`src/rtl/imem_port_arbiter.sv`:
```
// Shares the instruction memory's single synchronous port between the fetch stage and the program loader.
// A BOOT/RUN mode FSM gates fetch. A starvation counter bounds how long the loader can hold fetch off.
module imem_port_arbiter #(
    parameter int ADDR_W     = 32,
    parameter int DATA_W     = 32,
    parameter int STARVE_MAX = 8
) (
    input  logic              clk,
    input  logic              rst_n,
    input  logic              i_boot_done,
    input  logic              i_boot_req,
    output logic              o_run,
    input  logic              i_f_req,
    input  logic [ADDR_W-1:0] i_f_addr,
    output logic              o_f_gnt,
    output logic              o_f_rvalid,
    output logic [DATA_W-1:0] o_f_rdata,
    input  logic              i_l_req,
    input  logic              i_l_we,
    input  logic [ADDR_W-1:0] i_l_addr,
    input  logic [DATA_W-1:0] i_l_wdata,
    output logic              o_l_gnt,
    output logic              o_l_rvalid,
    output logic [DATA_W-1:0] o_l_rdata,
    output logic              o_mem_en,
    output logic              o_mem_we,
    output logic [ADDR_W-1:0] o_mem_addr,
    output logic [DATA_W-1:0] o_mem_wdata,
    input  logic [DATA_W-1:0] i_mem_rdata
);

    localparam int CNT_W = $clog2(STARVE_MAX + 1);
    localparam logic [CNT_W-1:0] STARVE_LIM = CNT_W'(STARVE_MAX);
    localparam logic [ADDR_W-1:0] WORD_MASK = {{(ADDR_W-2){1'b1}}, 2'b00};

    typedef enum logic {MODE_BOOT = 1'b0, MODE_RUN = 1'b1} mode_e;
    typedef enum logic [1:0] {TAG_NONE = 2'd0, TAG_F = 2'd1, TAG_L = 2'd2} tag_e;

    mode_e            mode_q, mode_d;
    tag_e             tag_q, tag_d;
    logic [CNT_W-1:0] starve_q, starve_d;
    logic             f_gnt_s, l_gnt_s;
    logic [ADDR_W-1:0] addr_sel_s;

    // Grant decision and memory command; everything is forced low while reset is asserted
    always_comb begin
        f_gnt_s     = 1'b0;
        l_gnt_s     = 1'b0;
        o_mem_en    = 1'b0;
        o_mem_we    = 1'b0;
        addr_sel_s  = {ADDR_W{1'b0}};
        o_mem_wdata = {DATA_W{1'b0}};
        if (rst_n) begin
            if (mode_q == MODE_RUN && i_f_req && (!i_l_req || starve_q == STARVE_LIM)) begin
                f_gnt_s = 1'b1;
            end else if (i_l_req) begin
                l_gnt_s = 1'b1;
            end else begin
                f_gnt_s = 1'b0;
                l_gnt_s = 1'b0;
            end
        end else begin
            f_gnt_s = 1'b0;
            l_gnt_s = 1'b0;
        end
        if (f_gnt_s) begin
            o_mem_en   = 1'b1;
            addr_sel_s = i_f_addr;
        end else if (l_gnt_s) begin
            o_mem_en    = 1'b1;
            o_mem_we    = i_l_we;
            addr_sel_s  = i_l_addr;
            o_mem_wdata = i_l_wdata;
        end else begin
            o_mem_en = 1'b0;
        end
        o_mem_addr = addr_sel_s & WORD_MASK;
        o_f_gnt    = f_gnt_s;
        o_l_gnt    = l_gnt_s;
    end

    // Next mode, starvation count and response tag
    always_comb begin
        mode_d   = mode_q;
        starve_d = starve_q;
        tag_d    = TAG_NONE;
        // A reload request overrides a simultaneous load-finished pulse
        case (mode_q)
            MODE_BOOT: begin
                if (i_boot_req) begin
                    mode_d = MODE_BOOT;
                end else if (i_boot_done) begin
                    mode_d = MODE_RUN;
                end else begin
                    mode_d = MODE_BOOT;
                end
            end
            MODE_RUN: begin
                if (i_boot_req) begin
                    mode_d = MODE_BOOT;
                end else begin
                    mode_d = MODE_RUN;
                end
            end
            default: mode_d = MODE_BOOT;
        endcase
        if (mode_q != MODE_RUN || f_gnt_s || !i_f_req) begin
            starve_d = {CNT_W{1'b0}};
        end else if (l_gnt_s && starve_q != STARVE_LIM) begin
            starve_d = starve_q + {{(CNT_W-1){1'b0}}, 1'b1};
        end else begin
            starve_d = starve_q;
        end
        if (f_gnt_s) begin
            tag_d = TAG_F;
        end else if (l_gnt_s && !i_l_we) begin
            tag_d = TAG_L;
        end else begin
            tag_d = TAG_NONE;
        end
    end

    // State registers
    always_ff @(posedge clk or negedge rst_n) begin
        if (!rst_n) begin
            mode_q   <= MODE_BOOT;
            starve_q <= {CNT_W{1'b0}};
            tag_q    <= TAG_NONE;
        end else begin
            mode_q   <= mode_d;
            starve_q <= starve_d;
            tag_q    <= tag_d;
        end
    end

    // Route the returning read word to the owner captured in the tag
    always_comb begin
        o_run      = (mode_q == MODE_RUN);
        o_f_rvalid = (tag_q == TAG_F);
        o_l_rvalid = (tag_q == TAG_L);
        o_f_rdata  = o_f_rvalid ? i_mem_rdata : {DATA_W{1'b0}};
        o_l_rdata  = o_l_rvalid ? i_mem_rdata : {DATA_W{1'b0}};
    end

endmodule

```
`config.mk`:
```
export PLATFORM = sky130hd
export DESIGN_NAME = imem_port_arbiter
export DESIGN_NICKNAME = d
export VERILOG_FILES = /design/src/rtl/imem_port_arbiter.sv
export SDC_FILE = /design/constraint.sdc
export NUM_CORES = 1
export LEC_CHECK = 0
export ABC_AREA = 0
export BUFFER_PORTS_ARGS = -buffer_cell sky130_fd_sc_hd__buf_2
export CAP_MARGIN = 40
export CORE_AREA = 4 4 102 104
export CTS_BUF_LIST = sky130_fd_sc_hd__clkbuf_8 sky130_fd_sc_hd__clkbuf_16
export CTS_CLUSTER_DIAMETER = 30
export DETAILED_ROUTE_END_ITERATION = 6
export DIE_AREA = 0 0 106 108
export GPL_TIMING_DRIVEN = 0
export PLACE_DENSITY = 0.63
export SYNTH_ARGS = -nofsm -noshare
export SYNTH_HDL_FRONTEND = slang
export SYNTH_SLANG_ARGS = --single-unit
```
`constraint.sdc`:
```
create_clock -name clk -period 3.7 [get_ports clk]
set_input_delay 0.185 -clock clk [delete_from_list [all_inputs] [get_ports clk]]
set_output_delay 0.185 -clock clk [all_outputs]
set_load 0.05 [all_outputs]
```
==> results_dict.tcl <==
set metrics [dict create \
    r2r-start "starve_q[0]$_DFFE_PN0P_" \
    final_nets 737 \
    cts_setup_buffers 0 \
    numPortBuffers 263 \
    setup_tns_ps 0 \
    synth_area_um2 1988 \
    gr-total-overflow 0 \
    clockBufferDepth 2 \
    cts_tree "built" \
    antenna_cells 0 \
    crit_family "buffers and inverters" \
    rows 36 \
    wl_um 11230 \
    via_count 3295 \
    final_max_slew_viol_count 0 \
    final_area_um2 3531 \
    synth_top_cell_by_area "and2_1" \
    h-tree-depth 1 \
    die-area_um2 11450 \
    grt_use_met3_pct 5.612 \
    fillCellCount 1085 \
    whs_ps 104.8 \
    worstPathArrival_ps 2430 \
    powerDensity_nw_per_um2 173.3 \
    dr.pass1.iters 4 \
    die_height_um 108 \
    grt_util_met1_pct 20.04 \
    crit_top_cell "buf_2" \
    use_met2_pct 33.61 \
    coreArea_um2 9549 \
    syn_avg_cell_area_um2 6.025 \
    peakVddDrop_mv 0.08376 \
    grt_max_degree 11 \
    layout_commonest_cell "buf_2" \
    start_util_pct 20.82 \
    ys_warn_count 0 \
    syn2layout_area_growth_pct 77.60 \
    cp-start-kind "primary input" \
    wire_per_inst_um 15.34 \
    vias_per_cell 4.501 \
    insertion_delay_ps 230 \
    grt_pass1_vias 3195 \
    setup_slack_ps 1082 \
    synth_area_leaders "and2_1, a21oi_1, o21a_1" \
    post-route-drc-count 0 \
    reg2reg_depth 5 \
    synthXorXnorAreaFrac_pct 0 \
    clkSinkCount 7 \
    timing.fmax_mhz 382.0 \
    gp_congestion 0.8751 \
    cts_root_buf "clkbuf_8" \
    drive_above_1_share_pct 46.24 \
    period_share_pct 70.75 \
    antenna_found_initial 2 \
    die_x_um 106 \
    drt_iter0_markers 140 \
    worst_hold_path_type "primary input to flip-flop" \
    ctsResizeCount 0 \
    utilization_pct 36.98 \
    synth.yosys.seq_area_share_pct 8.811 \
    finalSetupViolCount 0 \
    critPathCaptureType "output pin" \
    whs_path_depth 2 \
    pin_count 270 \
    clkTransAtPathRegs_ps 40 \
    synth_simple_gate_area_share_pct 49.09 \
    status "finished, final reports clean" \
    synthCells 330 \
    yosysTopAreaCellShare_pct 30.84 \
    final_cell_mix "buf_2, and2_1, a21oi_1" \
    dpl_cell_area_um2 3475 \
    crit_required_ps 3510 \
    slowest_delay_ps 520 \
    layout_min_cycle_time_ps 2618 \
    finClkSkew_ps 7.447 \
    synth.distinct_cells 26 \
    crit_buf_inv 6 \
    crit_slowest_cell "dlygate4sd3_1" \
    worst-path-max-fanout 10 \
    worstSetupPathType "primary input to output pin" \
    grt_busiest_layer "met2" \
    cts_made_buffers 3 \
    rsz0062_at_grt "false" \
    cp_cell_sequence "dlygate4sd3_1, buf_2, clkbuf_1, inv_1, a211oi_4, buf_6, and2_1, buf_2" \
    synth_compound_area_share_pct 30.08 \
    grt_first_pass_wirelength_um 16590 \
    power_leakage_nw 2.077 \
    synth_fa_ha_area_share_pct 1.259 \
    path_depth 8 \
    synth.area.mux_share_pct 0 \
    dp_hpwl_um 9621 \
    ys_seq_elements 7 \
    worstHoldStart "i_boot_req" \
    grt_use_total_pct 17.96 \
    place_ws_ps 1471 \
    setup.worst_path.start "rst_n" \
    max-cap-violations 0 \
    ant_nets 0 \
    hold_viol_final 0 \
    synth_top_family_by_area "simple AND/OR/NAND/NOR gates" \
]
## sequential cells by signal (all words and copies together), names as in the netlist
signal    count
o_run         1
tag_q         2
starve_q      4
## routing by layer
| layer | up-vias | share of wire, % |
|---|---|---|
| met2 | 161 | 51 |
| li1 | 1630 | - |
| met3 | 19 | 10 |
| met1 | 1481 | 37 |
| met5 | - | 0.20 |
| met4 | 4 | 1.9 |
## stage by stage
step	total power, mW	std cells
final	0.6120	732
after global routing	0.6509	732
after CTS	0.6192	732
after detailed placement	0.5017	727
after global placement	0.4985	727
after floorplan	0.3568	331
## cells in the mapped netlist
library cell and count:
a21oi_1 63, nor4b_1 1, o21a_1 31, nand3_1 31
dfrtp_1 7, buf_2 3, a31oi_1 1, o2111ai_1 1
a211oi_4 1, buf_6 4, buf_4 2, inv_1 5
and2_1 98, conb_1 1, a21boi_0 1, and3b_1 1
nand2_1 35, clkbuf_1 31, nand2b_1 1, nor2_1 2
nor2b_1 3, nand4_1 1, or3_1 2, ha_1 2
nand3b_1 1, a211oi_1 1
## report_power, final
part           switching (mW)  total (mW)  internal, mW
Combinational           0.291       0.421         0.130
Sequential           0.000955      0.0794        0.0784
Clock                  0.0380       0.111        0.0733
## worst paths after layout
check                                          endpoint  slack (ps)
worst max-delay path                    o_mem_wdata[28]        1080
worst min-delay path                    o_run$_DFF_PN0_         100
worst max register to register       tag_q[0]$_DFF_PN0_        1980
worst min register to register  starve_q[1]$_DFFE_PN0P_         580
max in group asynchronous       starve_q[1]$_DFFE_PN0P_        3160
min in group asynchronous            tag_q[0]$_DFF_PN0_         350
## cells by family after synthesis
logic type,Yosys count
other,1
buffers and inverters,45
AND/OR/NAND/NOR,176
adder cells (fa/ha/maj),2
flip-flops,7
AO/OA/AOI/OAI,99
## worst reg2reg max path, stage by stage (launching register included)
cell	delay, ps
dfrtp_1	420
inv_1	70
ha_1	180
nand3b_1	230
clkbuf_1	300
a211oi_1	390
## what timing repair did
action	CTS	global route
endpoints found under the setup margin	0	0
endpoints found under the hold margin	7	0
hold buffers	1	0
## cell type report
cell class / instances / area, um2 / share of cell area (%)
sequential: 7 / 175.2 / 4.961
multi-input combinational: 279 / 1607 / 45.50
tap: 133 / 166.4 / 4.713
inverter: 5 / 18.77 / 0.5315
clock buffer: 3 / 41.29 / 1.169
buffer: 40 / 191.4 / 5.422
timing repair buffer: 264 / 1326 / 37.56
clock inverter: 1 / 5.005 / 0.1417
Power figures use the tool's default switching activity.
